[src/rtl/uart_pkg.sv]
// Shared UART definitions: parity modes, FSM state encodings and a parity helper.
// The receiver uses the same constants, so keep encodings stable.
package uart_pkg;

  // Parity mode selectors
  localparam logic [1:0] PARITY_NONE = 2'd0;
  localparam logic [1:0] PARITY_ODD  = 2'd1;
  localparam logic [1:0] PARITY_EVEN = 2'd2;

  // Line FSM state encodings
  typedef logic [2:0] uart_state_t;
  localparam uart_state_t ST_IDLE  = 3'd0;
  localparam uart_state_t ST_START = 3'd1;
  localparam uart_state_t ST_DATA  = 3'd2;
  localparam uart_state_t ST_PAR   = 3'd3;
  localparam uart_state_t ST_STOP  = 3'd4;

  // Parity bit for a zero-extended data word; zero padding does not change the XOR.
  function automatic logic parity_bit(input logic [7:0] data, input logic [1:0] mode);
    logic x;
    x = ^data;
    case (mode)
      PARITY_EVEN: return x;
      PARITY_ODD:  return ~x;
      default:     return 1'b0;
    endcase
  endfunction

endpackage

[src/rtl/uart_tx_fifo.sv]
// Transmit FIFO: registered full/empty/level flags, unreset storage array.
// Push is ignored while full, pop is ignored while empty.
module uart_tx_fifo #(
  parameter int WIDTH = 8,
  parameter int DEPTH = 4
) (
  input  logic                     clk_in,
  input  logic                     rst_n,
  input  logic                     push,
  input  logic [WIDTH-1:0]         wdata,
  input  logic                     pop,
  output logic [WIDTH-1:0]         rdata,
  output logic                     ready,
  output logic                     empty,
  output logic [$clog2(DEPTH):0]   level
);
  import uart_pkg::*;

  localparam int AW = $clog2(DEPTH);
  localparam int LW = AW + 1;

  logic [WIDTH-1:0] mem_q [DEPTH];
  logic [AW-1:0]    wr_ptr_q, wr_ptr_d;
  logic [AW-1:0]    rd_ptr_q, rd_ptr_d;
  logic [LW-1:0]    level_q, level_d;
  logic             ready_q, ready_d;
  logic             empty_q, empty_d;
  logic             do_push;
  logic             do_pop;

  assign do_push = push & ready_q;
  assign do_pop  = pop & ~empty_q;

  // Next pointer, level and flag values from the qualified push/pop pair.
  always_comb begin
    wr_ptr_d = wr_ptr_q;
    rd_ptr_d = rd_ptr_q;
    level_d  = level_q;
    if (do_push) begin
      wr_ptr_d = wr_ptr_q + AW'(1);
    end else begin
      wr_ptr_d = wr_ptr_q;
    end
    if (do_pop) begin
      rd_ptr_d = rd_ptr_q + AW'(1);
    end else begin
      rd_ptr_d = rd_ptr_q;
    end
    case ({do_push, do_pop})
      2'b10:   level_d = level_q + LW'(1);
      2'b01:   level_d = level_q - LW'(1);
      default: level_d = level_q;
    endcase
    ready_d = (level_d != LW'(DEPTH));
    empty_d = (level_d == LW'(0));
  end

  // Pointer and flag registers with synchronous active-low reset.
  always_ff @(posedge clk_in) begin
    if (!rst_n) begin
      wr_ptr_q <= '0;
      rd_ptr_q <= '0;
      level_q  <= '0;
      ready_q  <= 1'b1;
      empty_q  <= 1'b1;
    end else begin
      wr_ptr_q <= wr_ptr_d;
      rd_ptr_q <= rd_ptr_d;
      level_q  <= level_d;
      ready_q  <= ready_d;
      empty_q  <= empty_d;
    end
  end

  // Storage write; contents are meaningless until written, so no reset.
  always_ff @(posedge clk_in) begin
    if (do_push) begin
      mem_q[wr_ptr_q] <= wdata;
    end
  end

  assign rdata = mem_q[rd_ptr_q];
  assign ready = ready_q;
  assign empty = empty_q;
  assign level = level_q;

endmodule

[src/rtl/uart_tx.sv]
// UART transmitter: FIFO front end plus a baud-tick driven frame FSM.
// All state changes happen on baud_tick cycles; txd/busy are registered and
// reflect the state entered on that tick from the following cycle.
module uart_tx #(
  parameter int DATA_BITS  = 8,
  parameter int PARITY     = 0,
  parameter int STOP_BITS  = 1,
  parameter int FIFO_DEPTH = 4
) (
  input  logic                        clk_in,
  input  logic                        rst_n,
  input  logic                        baud_tick,
  input  logic                        s_valid,
  input  logic [DATA_BITS-1:0]        s_data,
  output logic                        s_ready,
  output logic                        txd,
  output logic                        busy,
  output logic [$clog2(FIFO_DEPTH):0] fifo_level
);
  import uart_pkg::*;

  localparam int          IW         = (DATA_BITS > 1) ? $clog2(DATA_BITS) : 1;
  localparam logic [1:0]  PAR_MODE   = 2'(PARITY);
  localparam logic        HAS_PARITY = (PAR_MODE != PARITY_NONE);
  localparam logic [IW-1:0] LAST_IDX = IW'(DATA_BITS - 1);
  localparam logic        LAST_STOP  = 1'(STOP_BITS - 1);

  uart_state_t          state_q, state_d;
  logic [DATA_BITS-1:0] shift_q, shift_d;
  logic [IW-1:0]        idx_q, idx_d;
  logic                 stop_q, stop_d;
  logic                 par_q, par_d;
  logic                 txd_q, txd_d;
  logic                 busy_q, busy_d;

  logic                 fifo_pop;
  logic [DATA_BITS-1:0] fifo_head;
  logic                 fifo_ready;
  logic                 fifo_empty;

  uart_tx_fifo #(
    .WIDTH (DATA_BITS),
    .DEPTH (FIFO_DEPTH)
  ) u_fifo (
    .clk_in (clk_in),
    .rst_n  (rst_n),
    .push   (s_valid),
    .wdata  (s_data),
    .pop    (fifo_pop),
    .rdata  (fifo_head),
    .ready  (fifo_ready),
    .empty  (fifo_empty),
    .level  (fifo_level)
  );

  // Frame sequencing: advance one bit per baud_tick, pop the FIFO head when a frame starts.
  always_comb begin
    state_d  = state_q;
    shift_d  = shift_q;
    idx_d    = idx_q;
    stop_d   = stop_q;
    par_d    = par_q;
    fifo_pop = 1'b0;
    if (baud_tick) begin
      case (state_q)
        ST_IDLE: begin
          if (!fifo_empty) begin
            fifo_pop = 1'b1;
            shift_d  = fifo_head;
            par_d    = parity_bit(8'(fifo_head), PAR_MODE);
            state_d  = ST_START;
          end else begin
            state_d  = ST_IDLE;
          end
        end
        ST_START: begin
          idx_d   = '0;
          state_d = ST_DATA;
        end
        ST_DATA: begin
          if (idx_q == LAST_IDX) begin
            stop_d  = 1'b0;
            state_d = HAS_PARITY ? ST_PAR : ST_STOP;
          end else begin
            idx_d   = idx_q + IW'(1);
            shift_d = shift_q >> 1;
          end
        end
        ST_PAR: begin
          stop_d  = 1'b0;
          state_d = ST_STOP;
        end
        ST_STOP: begin
          if (stop_q == LAST_STOP) begin
            // Back-to-back frames go straight to START with no idle bit.
            if (!fifo_empty) begin
              fifo_pop = 1'b1;
              shift_d  = fifo_head;
              par_d    = parity_bit(8'(fifo_head), PAR_MODE);
              state_d  = ST_START;
            end else begin
              state_d  = ST_IDLE;
            end
          end else begin
            stop_d = stop_q + 1'b1;
          end
        end
        default: begin
          state_d = ST_IDLE;
        end
      endcase
    end else begin
      state_d = state_q;
    end
  end

  // Line level and busy flag for the state being entered.
  always_comb begin
    txd_d  = 1'b1;
    busy_d = (state_d != ST_IDLE);
    case (state_d)
      ST_IDLE:  txd_d = 1'b1;
      ST_START: txd_d = 1'b0;
      ST_DATA:  txd_d = shift_d[0];
      ST_PAR:   txd_d = par_d;
      ST_STOP:  txd_d = 1'b1;
      default:  txd_d = 1'b1;
    endcase
  end

  // FSM, shift register and output registers; reset aborts any frame in flight.
  always_ff @(posedge clk_in) begin
    if (!rst_n) begin
      state_q <= ST_IDLE;
      shift_q <= '0;
      idx_q   <= '0;
      stop_q  <= 1'b0;
      par_q   <= 1'b0;
      txd_q   <= 1'b1;
      busy_q  <= 1'b0;
    end else begin
      state_q <= state_d;
      shift_q <= shift_d;
      idx_q   <= idx_d;
      stop_q  <= stop_d;
      par_q   <= par_d;
      txd_q   <= txd_d;
      busy_q  <= busy_d;
    end
  end

  assign s_ready = fifo_ready;
  assign txd     = txd_q;
  assign busy    = busy_q;

endmodule
[config.mk]
export PLATFORM = sky130hd
export DESIGN_NAME = uart_tx
export DESIGN_NICKNAME = d
export VERILOG_FILES = /design/src/rtl/uart_pkg.sv /design/src/rtl/uart_tx_fifo.sv /design/src/rtl/uart_tx.sv
export SDC_FILE = /design/constraint.sdc
export NUM_CORES = 1
export LEC_CHECK = 0
export CAP_MARGIN = 20
export CORE_MARGIN = 4
export CORE_UTILIZATION = 30
export CTS_CLUSTER_DIAMETER = 100
export DETAILED_ROUTE_END_ITERATION = 12
export GPL_ROUTABILITY_DRIVEN = 1
export GPL_TIMING_DRIVEN = 0
export PLACE_DENSITY = 0.51
export SLEW_MARGIN = 20
export SYNTH_ARGS = -nofsm -noshare
export SYNTH_HDL_FRONTEND = slang
export SYNTH_SLANG_ARGS = --single-unit
[constraint.sdc]
create_clock -name clk_in -period 2.8 [get_ports clk_in]
set_input_delay 0.42 -clock clk_in [delete_from_list [all_inputs] [get_ports clk_in]]
set_output_delay 0.42 -clock clk_in [all_outputs]
set_load 0.05 [all_outputs]
Yosys cells after proc, flatten, opt, wreduce, memory -nomap -nowiden
Memory sizes are Yosys's and may differ from the RTL's. A register that Yosys moved wholly into a read port is not among the register bits.
Index checks and enable logic that the tools add are counted.

operators by class
  $add $sub $neg = 6
  equality and inequality tests = 14
  muxes and demuxes = 29
  bitwise operators = 3
  reduce and logical (&&, ||, !) cells = 9

operator list
  kind                                                                 count
  8-bit two-way mux                                                    3
  8-bit one-hot mux with 3 select lines                                1
  3-bit one-hot mux with 5 select lines                                1
  3-bit by 2-bit == test with 1-bit output (second input constant)     4
  1-bit two-way mux                                                    12
  3-bit two-way mux                                                    4
  3-bit one-hot mux with 2 select lines                                2
  3-bit nonzero test                                                   3
  3-bit by 1-bit adder with 3-bit output (second input constant)       2
  3-bit by 1-bit == test with 1-bit output (second input constant)     2
  3-bit == test (second input constant)                                2
  3-bit zero test                                                      2
  2-bit != test (second input constant)                                3
  1-bit one-hot mux with 3 select lines                                2
  3-bit AND reduction                                                  2
  2-bit by 1-bit adder with 2-bit output (second input constant)       2
  2-bit two-way mux                                                    2
  1-bit one-hot mux with 2 select lines                                2
  4-bit AND reduction                                                  1
  3-bit != test (second input constant)                                1
  3-bit by 1-bit subtractor with 3-bit output (second input constant)  1
  1-bit bitwise AND                                                    2
  2-bit by 1-bit == test with 1-bit output (second input constant)     1
  2-bit == test (second input constant)                                1
  3 further kinds                                                      3

storage, ports and cells
  flip-flop bits (word level) = 27
  RAM bits = 32
  input port bits = 12
  output and inout bits = 6
  word-level logic and storage cells = 75
  memories kept = 1

memory list
  name          words  bits a word  rd ports  clocked after Yosys merged registers in  wr ports  RTL line            RTL
  u_fifo.mem_q  4      8            1         1                                        1         uart_tx_fifo.sv:22  logic [WIDTH-1:0] mem_q [DEPTH];

Longest topological paths before layout
Gate-level depths: netlist of run 1.

  word-level depth = 8
  gate-level depth with buffers = 10
  mapped depth without buffers = 9

Cells and area by module
From an unflattened synthesis of run 1, not the netlist that was laid out.

unflattened totals
  cell total of the unflattened synthesis = 186
  area total of the unflattened synthesis = 2557.5 sq um

modules (own cells, without submodules)
  module        instances  cells an instance  area each (sq um)  sequential area each (sq um)
  uart_tx_fifo  1          97                 1681.6             1181.1
  uart_tx       1          89                 875.8              340.3

Least setup slack after synthesis of run 1
Ideal clock, no wire load.

  kind = reg-to-reg
  from = register u_fifo.ready_q, in the netlist u_fifo.ready
  to = register u_fifo.ready_q, in the netlist u_fifo.ready
  library setup time = 0.120 ns
  arrival = 2.198 ns
  required time = 2.680 ns
  slack = 0.482 ns
  cell stages (with the launch flop) = 8
  buffers on the path = 0
  clock period less this slack = 2.318 ns
  cells stage by stage = dfxtp_1 -> nand2_1 -> ha_1 -> fa_1 -> xnor2_1 -> or3_1 -> a21oi_1 -> nand2b_1

on the way
  word-level cells in the longest chain between the ends = 4
  elaborated cells on any way between the ends = 5
  classes of those cells = 3 x eq/ne; 1 x mux; 1 x bitwise

RTL lines
  element                                                                           RTL line            RTL
  start: declaration                                                                uart_tx_fifo.sv:26  logic ready_q, ready_d;
  start signal: assignment                                                          uart_tx_fifo.sv:70  ready_q <= ready_d;
  1-bit bitwise AND *                                                               uart_tx_fifo.sv:31  assign do_push = push & ready_q;
  2-bit by 1-bit == test with 1-bit output / 2-bit == test (equally long branches)  uart_tx_fifo.sv:49  case ({do_push, do_pop})
  3-bit one-hot mux with 2 select lines *                                           uart_tx_fifo.sv:49
  3-bit != test *                                                                   uart_tx_fifo.sv:54  ready_d = (level_d != LW'(DEPTH));

Mark *: on every way between the ends. The rest lies on a longest branch, timed or not.
A chain may end at the register's enable or synchronous reset.

Worst setup path after layout of run 1
  from = register state_q[1]
  to = register u_fifo.ready_q, in the netlist u_fifo.ready

on the way
  word-level cells in the longest chain between the ends = 7
  elaborated cells on any way between the ends = 9
  classes of those cells = 4 x eq/ne; 3 x mux; 1 x bitwise; 1 x reduce/logical

RTL lines
  element                                                                           RTL line            RTL
  start: declaration                                                                uart_tx.sv:28       uart_state_t state_q, state_d;
  start signal: assignment                                                          uart_tx.sv:142      state_q <= state_d;
  3-bit == test / 3-bit zero test (equally long branches)                           uart_tx.sv:65       case (state_q)
  1-bit one-hot mux with 2 select lines *                                           uart_tx.sv:65
  1-bit two-way mux *                                                               uart_tx.sv:64       if (baud_tick) begin
  1-bit bitwise AND *                                                               uart_tx_fifo.sv:32  assign do_pop = pop & ~empty_q;
  2-bit by 1-bit == test with 1-bit output / 2-bit == test (equally long branches)  uart_tx_fifo.sv:49
  3-bit one-hot mux with 2 select lines *                                           uart_tx_fifo.sv:49
  3-bit != test *                                                                   uart_tx_fifo.sv:54

Marked as above.

==> impl_metrics.csv, run 1 <==
group,metric,value,unit
outcome,outcome,"completed",
synth,synthArstFlopShare,0,%
timing,drv_slew,0,
clock_tree,cts-hold-fix-buffers,0,
worst_setup_path,critical_path.endpoint_type,"flop",
synth,synthCells,201,
finish,final_nets,248,
clock_tree,h-tree-depth,3,
synth,synth_compound_area_share,9.89,%
global_route,gr-usage-all-layers,10.8,%
synth,ys_ff_latch,60,
clock_tree,clockBufferDepth,2,
synth,synth_fa_ha_area_share,4.21,%
power_and_ir_drop,p_per_area,813,nW/um^2
finish,syn_to_final_growth,19.4,%
clock_tree,cts-root-buf,"clkbuf_8",
floorplan,coreArea,8260,um^2
power_and_ir_drop,irDropWorstVdd,0.331,mV
clock_tree,insertion_delay,0.34,ns
synth,syn_area,2560,um^2
timing,skew,0.0101,ns
route,vias,1605,
placement,dp_hpwl,3290,um
floorplan,die_area,10100,um^2
timing,fin_crit,2.43,ns
synth,yosysSeqAreaShare,59.5,%
run,max_cap_violations,0,
synth,muxShareOfSynthArea,8.61,%
route,viasPerCell,4.75,
clock_tree,path_clk_slew,0.08,ns
floorplan,start_util,31.0,%
timing,setup_viol,0,
timing,rsz0062_at_grt,"false",
global_route,grt_pass1_vias,1643,
clock_tree,clock_sinks,60,
global_route,grt_pass1_wl,8180,um
worst_setup_path,worstPathArrival,2.65,ns
timing,hold_slack,0.464,ns
timing,hold_violations,0,
placement,gp_congestion,0.786,
route,drtIter0Drc,72,
synth,yosys.area_share.simple,13.1,%
synth,synth_top_family_by_area,"simple AND/OR/NAND/NOR gates",
floorplan,die_height,100,um
global_route,grt-ovfl-total,0,
finish,finalCoreUtilization,37.0,%
global_route,antenna_found_initial,0,
floorplan,row_count,33,
route,drt_wl_total,4890,um
route,final_antenna_net_count,0,
hold_path,hp-class,"reg -> reg",
worst_setup_path,critPathLaunchType,"flop",
worst_setup_path,critPathMaxStageDelay,0.38,ns
synth,avgSynthCellArea,12.7,um^2
clock_tree,cts_resized,0,
clock_tree,cts_tree,"built",
global_route,grt_start_max_net_pins,14,
timing,relSlewSlack,66.6,%
finish,drive_above_1_share,16.3,%
timing,fmax,0.412,GHz
clock_tree,cts_buffers,9,
timing,period_share,86.7,%
synth,yosysWarningCount,0,
synth,post_synth_num_cell_types,47,
synth,synth-xor-area-share,1.37,%
worst_setup_path,path_cells,"buf_2, nor3_4, nand2_1, inv_1, ha_1, fa_1, xnor2_1, or3_1, a21oi_1, nand2b_1",
route,drt-wirelength-per-cell,14.5,um
timing,final.setup.worst_slack,0.374,ns
placement,place_ws,0.130,ns
clock_tree,post_cts_buffers,0,
synth,synth_fp_nets,221,
timing,fin_tns_setup,0,ns
worst_setup_path,crit_slowest_cell,"fa_1",
worst_setup_path,crit_type,"reg -> reg",
floorplan,ios,18,
floorplan,chipWidth,100,um
placement,port_buffers,16,
power_and_ir_drop,cellLeakagePower,1.09,nW
worst_setup_path,critPathRequiredTime,3.03,ns
synth,synthFlopType,"edfxtp_1",
route,drc,0,
finish,diodes,0,
route,drt_pass1_iterations,4,
worst_setup_path,path_max_fanout,10,
synth,synth_edf_count,32,
finish,mostFrequentLayoutCell,"edfxtp_1",
finish,final_cell_mix,"32 x edfxtp_1, 28 x dfxtp_1, 16 x clkdlybuf4s50_1, 15 x nand2_1, 15 x nor2_1",
timing,worst_slew_pin_slew,0.500,ns
-- metal layers --
layer	wire length [um]	global-route usage [%]	vias up
met5	0	0	-
met1	2290	13.9	764
met4	106	5.91	0
met3	207	3.41	13
li1	-	-	803
met2	2280	16.0	25
-- worst max-delay path: cells and delay by family (launching register included) --
family | cells | cell delay (ns)
flip-flops | 1 | 0.35
buffers and inverters | 2 | 0.34
adder cells (fa/ha/maj) | 2 | 0.61
XOR/XNOR | 1 | 0.16
AO/OA/AOI/OAI | 1 | 0.23
AND/OR/NAND/NOR | 4 | 0.62
-- stage by stage --
stage / cell area (um^2) / power, mW / instances
finish: 3050 / 2.48 / 338
global route: 3050 / 2.62 / 338
CTS: 3050 / 2.51 / 338
detailed placement: 2850 / 1.70 / 322
global placement: 2850 / 1.70 / 322
floorplan: 2560 / 1.54 / 201
-- final timing paths --
kind | from | endpoint | slack (ns) | cells after the start
worst max-delay path | state_q[1]$_SDFF_PN0_ | u_fifo.ready$_SDFF_PN1_ | 0.37 | 10
worst min-delay path | idx_q[1]$_SDFFE_PN0P_ | idx_q[1]$_SDFFE_PN0P_ | 0.46 | 2
worst max register to register | state_q[1]$_SDFF_PN0_ | u_fifo.ready$_SDFF_PN1_ | 0.37 | 10
worst min register to register | idx_q[1]$_SDFFE_PN0P_ | idx_q[1]$_SDFFE_PN0P_ | 0.46 | 2
-- cell usage after synthesis (2+ instances only) --
cell / number / area share (%)
edfxtp_1: 32 / 38
clkbuf_1: 2 / 0.29
dfxtp_1: 28 / 22
a31oi_1: 6 / 1.5
inv_1: 7 / 1.0
and3_1: 6 / 1.5
o21ai_0: 9 / 1.8
buf_2: 4 / 0.78
o311a_1: 2 / 0.78
nand2_1: 15 / 2.2
a21oi_1: 7 / 1.4
nand2b_1: 6 / 1.5
a22oi_1: 6 / 1.8
mux2i_1: 4 / 1.6
ha_1: 7 / 3.4
nor3_1: 3 / 0.59
nor2_1: 15 / 2.2
mux4_2: 7 / 6.2
nand3_1: 2 / 0.39
and2b_2: 2 / 0.69
buf_6: 2 / 0.88
xnor2_1: 3 / 1.0
or3_1: 2 / 0.49
-- state kept, by name, indices dropped and copies added (netlist names), named ones only --
register	cells
txd	1
u_fifo.rd_ptr_q	2
shift_q	8
busy	1
u_fifo.empty	1
idx_q	3
par_q	1
u_fifo.mem_q	32
state_q	3
u_fifo.level	3
u_fifo.ready	1
u_fifo.wr_ptr_q	2
-- where the power goes --
part,internal (mW),leakage [nW],switching [mW]
registers,1.03,0.523,0.0634
clock network,0.421,0.0968,0.380
logic,0.257,0.466,0.333
total,1.71,1.09,0.777
-- area by class of cell --
| type | instances | area (um^2) |
|---|---|---|
| buffer | 9 | 57.6 |
| clock buffer | 9 | 124 |
| clock inverter | 7 | 80.1 |
| fill | 846 | 5210 |
| inverter | 7 | 26.3 |
| multi-input combinational | 125 | 951 |
| sequential | 60 | 1520 |
| tap | 105 | 131 |
| timing repair buffer | 16 | 160 |
-- cell families after synthesis --
group	count (synthesis)
buffers and inverters	16
AND/OR/NAND/NOR	62
AO/OA/AOI/OAI	38
multiplexers	13
adder cells (fa/ha/maj)	8
flip-flops	60
XOR/XNOR	4
Power figures use the tool's default switching activity.
==> inputs of run 2 (changes only) <==
Settings changed: CAP_MARGIN 20 to 25, MAX_ROUTING_LAYER set to met4.
==> impl_metrics.csv, run 2 (synthesized netlist as in run 1, its figures left out) <==
group,metric,value,unit
route,drt-wirelength-per-cell,14.5,um
finish,register_area,1520,um^2
floorplan,die_height,100,um
route,drt_wl_total,4890,um
clock_tree,cts_resized,0,
worst_setup_path,reg2reg_slack,0.37,ns
clock_tree,clockBufferDepth,2,
finish,nFillCells,846,
clock_tree,cts_buffers,9,
finish,final_nets,248,
finish,top_register,"u_fifo.mem_q",
floorplan,chipWidth,100,um
worst_setup_path,critPathRequiredTime,3.01,ns
route,drt_pass1_iterations,4,
clock_tree,path_clk_slew,0.08,ns
clock_tree,h-tree-depth,3,
power_and_ir_drop,irDropWorstVdd,0.331,mV
power_and_ir_drop,cellLeakagePower,1.09,nW
global_route,grt_pass1_wl,8160,um
timing,fin_tns_setup,0,ns
timing,setup_viol,0,
timing,hold_violations,0,
timing,fmax,0.411,GHz
finish,mostFrequentLayoutCell,"edfxtp_1",
worst_setup_path,r2r_start,"state_q[1]$_SDFF_PN0_",
finish,multi_input_area,951,um^2
floorplan,start_util,31.0,%
hold_path,hp-class,"reg -> reg",
global_route,antenna_found_initial,0,
timing,skew,0.00946,ns
worst_setup_path,worstPathArrival,2.65,ns
route,vias,1614,
route,drc,0,
floorplan,die_area,10100,um^2
outcome,outcome,"completed",
worst_setup_path,crit_type,"reg -> reg",
timing,worst_slew_pin_slew,0.500,ns
clock_tree,clock_sinks,60,
finish,reg.largest.list,"u_fifo.mem_q x32, shift_q x8",
clock_tree,cts_tree,"built",
power_and_ir_drop,p_per_area,814,nW/um^2
worst_setup_path,path_max_fanout,10,
timing,relSlewSlack,66.5,%
clock_tree,cts-root-buf,"clkbuf_8",
worst_setup_path,r2r_end,"u_fifo.empty$_SDFF_PN1_",
placement,port_buffers,16,
route,final_antenna_net_count,0,
global_route,grt-ovfl-total,0,
worst_setup_path,critPathCapture,"u_fifo.empty$_SDFF_PN1_",
finish,drive_above_1_share,16.3,%
worst_setup_path,crit_start,"state_q[1]$_SDFF_PN0_",
finish,syn_to_final_growth,19.4,%
global_route,gr-usage-all-layers,11.1,%
timing,rsz0062_at_grt,"false",
placement,dp_cells,322,
finish,largest_reg_flops,32,
clock_tree,insertion_delay,0.34,ns
route,drtIter0Drc,62,
floorplan,row_count,33,
placement,dp_hpwl,3290,um
route,viasPerCell,4.78,
timing,period_share,86.9,%
global_route,grt_pass1_vias,1640,
global_route,grt_start_max_net_pins,14,
floorplan,coreArea,8260,um^2
timing,fin_crit,2.43,ns
worst_setup_path,critical_path.endpoint_type,"flop",
run,max_cap_violations,0,
clock_tree,post_cts_buffers,0,
clock_tree,cts-hold-fix-buffers,0,
worst_setup_path,critPathLaunchType,"flop",
finish,diodes,0,
placement,gp_congestion,0.797,
finish,fin_cells,338,
timing,drv_slew,0,
finish,final_cell_mix,"32 x edfxtp_1, 28 x dfxtp_1, 16 x clkdlybuf4s50_1, 15 x nand2_1, 15 x nor2_1",
worst_setup_path,ff2ff_path_depth,10,
floorplan,ios,18,
[run 2: cell counts in the layout (fill, tap and decap cells not counted)]
No cell type changed its count.
[run 2: cell type report]
cell class                 instances  area share, %
sequential                        60           49.9
multi-input combinational        125           31.2
timing repair buffer              16           5.25
tap                              105           4.31
clock buffer                       9           4.06
clock inverter                     7           2.62
buffer                             9           1.89
inverter                           7          0.861
[run 2: how the worst min path moves through the flow]
stage / from / end / slack, ns / cells after the start
final: idx_q[1]$_SDFFE_PN0P_ / idx_q[1]$_SDFFE_PN0P_ / 0.46 / 2
after global routing: idx_q[1]$_SDFFE_PN0P_ / idx_q[1]$_SDFFE_PN0P_ / 0.50 / 2
after CTS: idx_q[1]$_SDFFE_PN0P_ / idx_q[1]$_SDFFE_PN0P_ / 0.47 / 2
after detailed placement: idx_q[1]$_SDFFE_PN0P_ / idx_q[1]$_SDFFE_PN0P_ / 0.46 / 2
after global placement: idx_q[2]$_SDFFE_PN0P_ / idx_q[2]$_SDFFE_PN0P_ / 0.44 / 2
after floorplan: idx_q[1]$_SDFFE_PN0P_ / idx_q[1]$_SDFFE_PN0P_ / 0.44 / 2
[run 2: critical path: stages, from the launching register on]
cell	delay, ns
dfxtp_1	0.35
buf_2	0.24
nor3_4	0.10
nand2_1	0.14
inv_1	0.10
ha_1	0.23
fa_1	0.38
xnor2_1	0.16
or3_1	0.31
a21oi_1	0.23
a21oi_1	0.07
[run 2: per-stage QoR]
step / setup slack (ns) / hold WS (ns) / power [mW] / cell area [um^2] / utilization, %
2_1_floorplan: 0.482 / 0.436 / 1.54 / 2560 / -
5_1_grt: 0.173 / 0.495 / 2.62 / 3050 / 37.0
3_5_place_dp: 0.130 / 0.456 / 1.70 / 2850 / 34.5
3_3_place_gp: 0.177 / 0.443 / 1.70 / 2850 / 34.5
4_1_cts: 0.356 / 0.466 / 2.51 / 3050 / 37.0
6_report: 0.366 / 0.464 / 2.48 / 3050 / 37.0
[run 2: layer usage]
metal	track usage, %	vias up	wire [um]
li1	-	802	-
met5	-	-	0
met2	16.1	27	2270
met4	5.91	0	112
met1	13.8	772	2300
met3	3.41	13	209
[run 2: where the power goes]
group          switching [mW]  internal (mW)
registers              0.0639           1.03
logic                   0.334          0.257
clock network           0.380          0.421
total                   0.777           1.71
==> inputs of run 3 (changes only) <==
Settings changed: CTS_CLUSTER_SIZE set to 14, HOLD_SLACK_MARGIN set to 0.12.
==> results of run 3 <==
Same layout as run 2: the final DEF is identical, and so are final timing and power.
